==> config.mk <==
export PLATFORM = sky130hd
export DESIGN_NAME = hazard_ctrl
export DESIGN_NICKNAME = d
export VERILOG_FILES = /design/src/rtl/hazard_ctrl.sv
export SDC_FILE = /design/constraint.sdc
export NUM_CORES = 1
export LEC_CHECK = 0
export ABC_AREA = 1
export BUFFER_PORTS_ARGS = -buffer_cell sky130_fd_sc_hd__buf_2
export CAP_MARGIN = 10
export CORE_MARGIN = 1.5
export CORE_UTILIZATION = 45
export DETAILED_ROUTE_END_ITERATION = 10
export HOLD_SLACK_MARGIN = 0.1
export PLACE_DENSITY = 0.71
export REMOVE_ABC_BUFFERS = 1
export SETUP_SLACK_MARGIN = 0.05
export SKIP_LAST_GASP = 1
export SYNTH_ARGS = -nofsm -noshare
export SYNTH_HDL_FRONTEND = slang
export SYNTH_SLANG_ARGS = --single-unit
==> constraint.sdc <==
create_clock -name clk -period 2.4 [get_ports clk]
set_clock_uncertainty 0.05 [all_clocks]
set_input_delay 0.48 -clock clk [delete_from_list [all_inputs] [get_ports clk]]
set_output_delay 0.48 -clock clk [all_outputs]
set_load 0.05 [all_outputs]
==> src/rtl/hazard_ctrl.sv <==
// Pipeline sequencing controller for the 5-stage core: register enables, bubbles and flushes
// for load-use, mul/div occupancy, data-memory wait and taken-branch hazards.
//
// state   | meaning
// RUN     | mul/div unit idle
// MD_BUSY | mul/div unit occupied, md_cnt counts remaining busy cycles down to 0
module hazard_ctrl #(
    parameter int MULDIV_CYCLES = 32,
    parameter int STALL_CNT_W   = 16
) (
    input  logic                   clk,
    input  logic                   rst,
    input  logic [4:0]             id_rs,
    input  logic [4:0]             id_rt,
    input  logic                   id_use_rs,
    input  logic                   id_use_rt,
    input  logic                   id_muldiv_use,
    input  logic                   ex_memread,
    input  logic [4:0]             ex_rt,
    input  logic                   ex_muldiv_start,
    input  logic                   mem_branch_taken,
    input  logic                   mem_req,
    input  logic                   mem_ready,
    output logic                   pc_en,
    output logic                   ifid_en,
    output logic                   ifid_flush,
    output logic                   idex_en,
    output logic                   idex_bubble,
    output logic                   exmem_en,
    output logic                   exmem_flush,
    output logic                   memwb_bubble,
    output logic                   muldiv_busy,
    output logic [STALL_CNT_W-1:0] stall_cnt
);

    localparam int MD_W = $clog2(MULDIV_CYCLES + 1);
    localparam logic [MD_W-1:0] MD_LOAD = MD_W'(MULDIV_CYCLES - 1);

    typedef enum logic {
        RUN     = 1'b0,
        MD_BUSY = 1'b1
    } state_t;

    state_t          state, state_nxt;
    logic [MD_W-1:0] md_cnt, md_cnt_nxt;

    logic mem_wait;
    logic load_use;
    logic md_use;
    logic md_start;
    logic busy_int;

    always_comb begin
        busy_int = (state == MD_BUSY);
        mem_wait = mem_req & ~mem_ready;
        load_use = ex_memread & (ex_rt != 5'd0) &
                   ((id_use_rs & (id_rs == ex_rt)) | (id_use_rt & (id_rt == ex_rt)));
        md_use   = busy_int & id_muldiv_use;
        // a start held in a frozen EX stage must not restart the unit every cycle
        md_start = ex_muldiv_start & ~mem_wait;
    end

    always_comb begin
        state_nxt  = state;
        md_cnt_nxt = md_cnt;
        case (state)
            RUN: begin
                if (md_start) begin
                    state_nxt  = MD_BUSY;
                    md_cnt_nxt = MD_LOAD;
                end
            end
            MD_BUSY: begin
                if (md_start) begin
                    md_cnt_nxt = MD_LOAD;
                end else if (md_cnt == '0) begin
                    state_nxt = RUN;
                end else begin
                    md_cnt_nxt = md_cnt - MD_W'(1);
                end
            end
            default: begin
                state_nxt  = RUN;
                md_cnt_nxt = '0;
            end
        endcase
    end

    always_comb begin
        pc_en        = 1'b1;
        ifid_en      = 1'b1;
        ifid_flush   = 1'b0;
        idex_en      = 1'b1;
        idex_bubble  = 1'b0;
        exmem_en     = 1'b1;
        exmem_flush  = 1'b0;
        memwb_bubble = 1'b0;
        muldiv_busy  = busy_int;
        if (!rst) begin
            pc_en        = 1'b0;
            ifid_en      = 1'b0;
            ifid_flush   = 1'b1;
            idex_en      = 1'b0;
            idex_bubble  = 1'b1;
            exmem_en     = 1'b0;
            exmem_flush  = 1'b1;
            memwb_bubble = 1'b1;
            muldiv_busy  = 1'b0;
        end else if (mem_wait) begin
            pc_en        = 1'b0;
            ifid_en      = 1'b0;
            idex_en      = 1'b0;
            exmem_en     = 1'b0;
            memwb_bubble = 1'b1;
        end else if (mem_branch_taken) begin
            ifid_flush  = 1'b1;
            idex_bubble = 1'b1;
            exmem_flush = 1'b1;
        end else if (load_use || md_use) begin
            pc_en       = 1'b0;
            ifid_en     = 1'b0;
            idex_bubble = 1'b1;
        end
    end

    always_ff @(posedge clk) begin
        if (!rst) begin
            state     <= RUN;
            md_cnt    <= '0;
            stall_cnt <= '0;
        end else begin
            state  <= state_nxt;
            md_cnt <= md_cnt_nxt;
            if (!pc_en && (stall_cnt != '1)) begin
                stall_cnt <= stall_cnt + STALL_CNT_W'(1);
            end
        end
    end

endmodule

* Word-level counts from Yosys, hierarchy flattened
Cells that the tools add are included.
Storage, ports and cells: word-level logic and storage cells 51, input bits 25, bits in registers 23
Cells by class: bitwise operators 11, $add $sub $neg 2, equality and inequality tests 5, mux-type cells 24, reductions and logical operators 6
Operators with widths (count):
- 1-bit 2-to-1 mux | 19
- 6-bit 2-to-1 mux | 3
- 16-bit by 1-bit adder with 16-bit output (second input constant) | 1
- 16-bit != test (second input constant) | 1
- 6-bit case mux with 2 select lines | 1
- 5-bit == test | 2
- 1-bit bitwise AND | 7
- 6-bit zero test | 1
- 6-bit by 1-bit subtractor with 6-bit output (second input constant) | 1
- 5-bit nonzero test | 1
- 3-bit != test (second input constant) | 1
- 1-bit inverter | 3
- 2-bit != test (second input constant) | 1
- 1-bit case mux with 2 select lines | 1
- 2-bit AND reduction | 1
- 1-bit logical AND | 1
- 1-bit zero test | 1
- 1-bit logical OR | 1
- 1-bit OR | 1

* Logic depth before layout (Yosys ltp)
depth after elaboration 11, depth in mapped cells 14, depth with buffers taken out 13

* Worst setup path after synthesis
OpenSTA, ideal clock, no wires.
path kind input to output, start in mem_req, end out pc_en, stages 8, slack -580 ps, required time 1870 ps, buffers on the path 3, arrival time 2450 ps, path through inv_1 -> nor2_1 -> nor2_1 -> nand2_2 -> buf_8 -> buf_12 -> inv_1 -> buf_4
Between the ends: cells in the longest elaborated chain, start to end 3
RTL lines:
- start: declaration | RTL line 22 | input logic mem_req,
- 1-bit bitwise AND | RTL line 55 | mem_wait = mem_req & ~mem_ready;
- 1-bit 2-to-1 mux (2 in a row)
- end: declaration | RTL line 24 | output logic pc_en,
Every way passes these cells.

* Worst setup path in the final report
start in ex_rt[2], end out ifid_en
Between the ends: cells in the longest elaborated chain, start to end 9, elaborated cells on any way between the ends 13, classes of those cells eq/ne (2); mux (4); bitwise (5); reduce/logical (2)
RTL lines:
- start: declaration | RTL line 19 | input logic [4:0] ex_rt,
- 5-bit == test | RTL line 57 | ((id_use_rs & (id_rs == ex_rt)) | (id_use_rt & (id_rt == ex_rt)));
- 1-bit bitwise AND | RTL line 57
- 1-bit OR | RTL line 57
- 1-bit bitwise AND * | RTL line 56 | load_use = ex_memread & (ex_rt != 5'd0) &
- 1-bit logical OR * | RTL line 119 | end else if (load_use || md_use) begin
- 1-bit 2-to-1 mux * | RTL line 119
- 1-bit 2-to-1 mux * | RTL line 115 | end else if (mem_branch_taken) begin
- 1-bit 2-to-1 mux * | RTL line 109 | end else if (mem_wait) begin
- 1-bit 2-to-1 mux * | RTL line 99 | if (!rst) begin
- end: declaration | RTL line 25 | output logic ifid_en,
Every way passes the cells marked *; elsewhere a longest branch is shown, timed or not.

==> key figures <==
Status
  – Outcome: completed

CTS
  – # resized after CTS: 0
  – CTS H-tree lvls: 1
  – Clk buf depth: 2
  – Clock transition at path regs: 0.07 ns
  – Clk sinks: 23
  – Post-CTS Setup Repair Bufs: 0
  – Insertion delay to the later sink of the worst-skew pair: 0.27 ns
  – CTS tree: done
  – CTS Buf Count: 3
  – Hold_buf cts: 0
  – Root buffer cell: clkbuf_8

Detailed routing
  – Initial DRC Count: 74
  – DRC: 0
  – Routed Antenna Nets: 0
  – First-pass DRT Iterations: 4
  – DR WL/cell: 10.4 µm
  – DR vias/cell: 4.82
  – Vias: 1701
  – WL final: 3670 µm

Synthesis
  – Most common cell in the netlist: nand2_1
  – Top FF cell, synth: dfxtp_1
  – Warnings from Yosys: 0
  – Cell area after synthesis: 1700 µm²
  – Post-synth EDFFs: 0
  – Most frequent cells after synthesis: nand2_1 (71), inv_1 (35), nor2_1 (28)
  – Share of the synthesized area in the top cell type: 0.271
  – Area leader, netlist: dfxtp_1
  – Post-synth ARST share: 0
  – Cells after Synth: 258
  – Sequential cell area fraction in the yosys report: 0.271
  – Syn_area_per_cell: 6.59 µm²
  – Synth area leaders: dfxtp_1 (27%), nand2_1 (16%), inv_1 (7.7%)
  – Yosys cell types: 31
  – #FFs+latches synth: 23

STA
  – Final Hold Fails: 0
  – Max Slew Vio Count: 0
  – Slew @ Worst Pin: 0.384 ns
  – Setup-failing EPs final: 0
  – Final worst-path cycle share: 0.857
  – F_max: 486 MHz
  – Tmin final: 2.06 ns
  – PnR worst setup slack: 0.344 ns
  – RSZ-0062 raised after global routing: no
  – Relative slew slack: 0.742

Power and ir drop
  – Power per Cell Area: 455 nW/µm²
  – Lkg Pwr: 0.000976 µW
  – Design Power: 907 µW
  – Peak VDD IR: 309 µV

Finish
  – Final instance area: 1990 µm²
  – Fill cell count: 394
  – Final net count: 333
  – Ratio of cells with drive above 1 in the final layout: 0.275
  – Final Non-Filler Cells: 353
  – Ant. Diodes: 0
  – Synth-to-Final Area Change: 17.1%

Critical path
  – Worst path max stage delay: 0.26 ns
  – Crit-path cells: buf_2 > inv_1 > nand4_1 > o21ai_0 > inv_1 > nand2_1 > nand2_1 > nand2_1 > nand2_2 > inv_1 > buf_2
  – FF-to-FF path depth: 7
  – Flop2flop setup slack: 0.40 ns
  – Critical path type: in -> out
  – Reg2reg end: stall_cnt[13]
  – Arrival time at the worst endpoint: 1.53 ns
  – WP depth: 11
  – Crit path max fanout: 4
  – WP buf/inv: 5
  – Critical path endpoint category: primary output
  – RR Startpoint: stall_cnt[0]
  – Worst path slowest cell: buf_2
  – CP Data Required Time: 1.87 ns
  – Crit path launch: ex_rt[2]
  – CP Launch Type: primary input
  – Worst setup endpoint: ifid_en
  – Worst path top cell family by delay: buffers and inverters

Placed design
  – Post-Place Cell Area: 1940 µm²
  – Pre-CTS WS: 0.318 ns
  – DP Cell Count: 349
  – DP HPWL: 2790 µm
  – Buffers on Ports: 49
  – Gpl congestion: 0.833

Run
  – Max capacitance violation total: 0

Hold path
  – Hold WC Path Type: reg -> reg

Floorplan
  – Ports: 50
  – Chip width: 64.5 µm
  – Core area: 3630 µm²
  – Initial core utilization: 0.468
  – Row count: 22
  – Die area: 4160 µm²
  – Vert. Die Dim: 64.5 µm

GRT
  – Gr usage total: 0.187
  – Largest net degree at the start of global routing: 20
  – Vias in the first global route: 1556
  – First-pass GRT wire length: 6400 µm
  – Initial antenna violation count: 0
  – GRT overflow: 0
==> worst reg2reg max path, stage by stage, from the launching register on <==
cell	delay (ns)
dfxtp_1	0.45
ha_1	0.26
nand2_2	0.10
nor3_4	0.29
nand4_4	0.31
nand2_4	0.28
nand2_1	0.09
a21oi_2	0.11
==> placed cells by master, fill, tap and decap left out, drive strengths merged <==
master and n:
buf 52, inv 39, nor2 28, a21oi 18
nand3 28, or2 1, a221oi 1, clkbuf 3
nor3 6, ha 2, xor2 10, nor4 1
nand2 74, clkinv 1, xnor2 3, o21ai 11
o2bb2ai 1, nand4 3, dfxtp 23
==> where the power goes <==
group,switching [µW],total [µW],internal [µW]
Sequential,18.3,423,405
Clock,128,244,116
Combinational,163,240,76.3
==> layer usage <==
metal | vias up | routed length (µm) | global-route usage
met5 | - | 0 | 0
met4 | 0 | 41 | 0.0638
met3 | 6 | 129 | 0.0382
met2 | 32 | 1790 | 0.329
met1 | 757 | 1710 | 0.227
li1 | 906 | - | -
==> through the flow <==
step / hold WS [ns] / TNS, ns / utilization
3_5_place_dp: 0.411 / 0 / 0.535
5_1_grt: 0.454 / 0 / 0.548
6_report: 0.416 / 0 / 0.548
2_1_floorplan: 0.389 / -20.31 / -
4_1_cts: 0.422 / 0 / 0.548
3_3_place_gp: 0.399 / 0 / 0.535
==> worst min-delay path by stage <==
stage               depth (start not counted)      start   endpoint
floorplan                                   2  md_cnt[2]  md_cnt[2]
global placement                            2  md_cnt[2]  md_cnt[2]
detailed placement                          2  md_cnt[2]  md_cnt[2]
CTS                                         2  md_cnt[2]  md_cnt[2]
global route                                2  md_cnt[2]  md_cnt[2]
finish                                      2  md_cnt[2]  md_cnt[2]
==> cell type report <==
class                           count  area, µm²  share of cell area
Tap cell                           48       60.1              0.0302
Inverter                           39        146              0.0735
Clock buffer                        3       41.3              0.0207
Multi-Input combinational cell    187       1010               0.507
Clock inverter                      1       5.00             0.00251
Timing Repair Buffer               52        268               0.135
Sequential cell                    23        460               0.231
==> cell families (layout without fill, tap and decap cells) <==
kind of cell,after synthesis,after routing,share of synthesized area
DFF,23,23,0.271
AOI/OAI and AO/OA,31,31,0.116
xor gates and xnor gates,13,13,0.0670
and+or+nand+nor,141,141,0.397
buffers and inverters,48,95,0.135
adders and majority gates,2,2,0.0147
==> state kept, by name, summed over array words and instances (netlist names) <==
register and count:
busy_int 1, md_cnt 6, stall_cnt 16
Note: power is estimated with default switching activity, not from simulation.
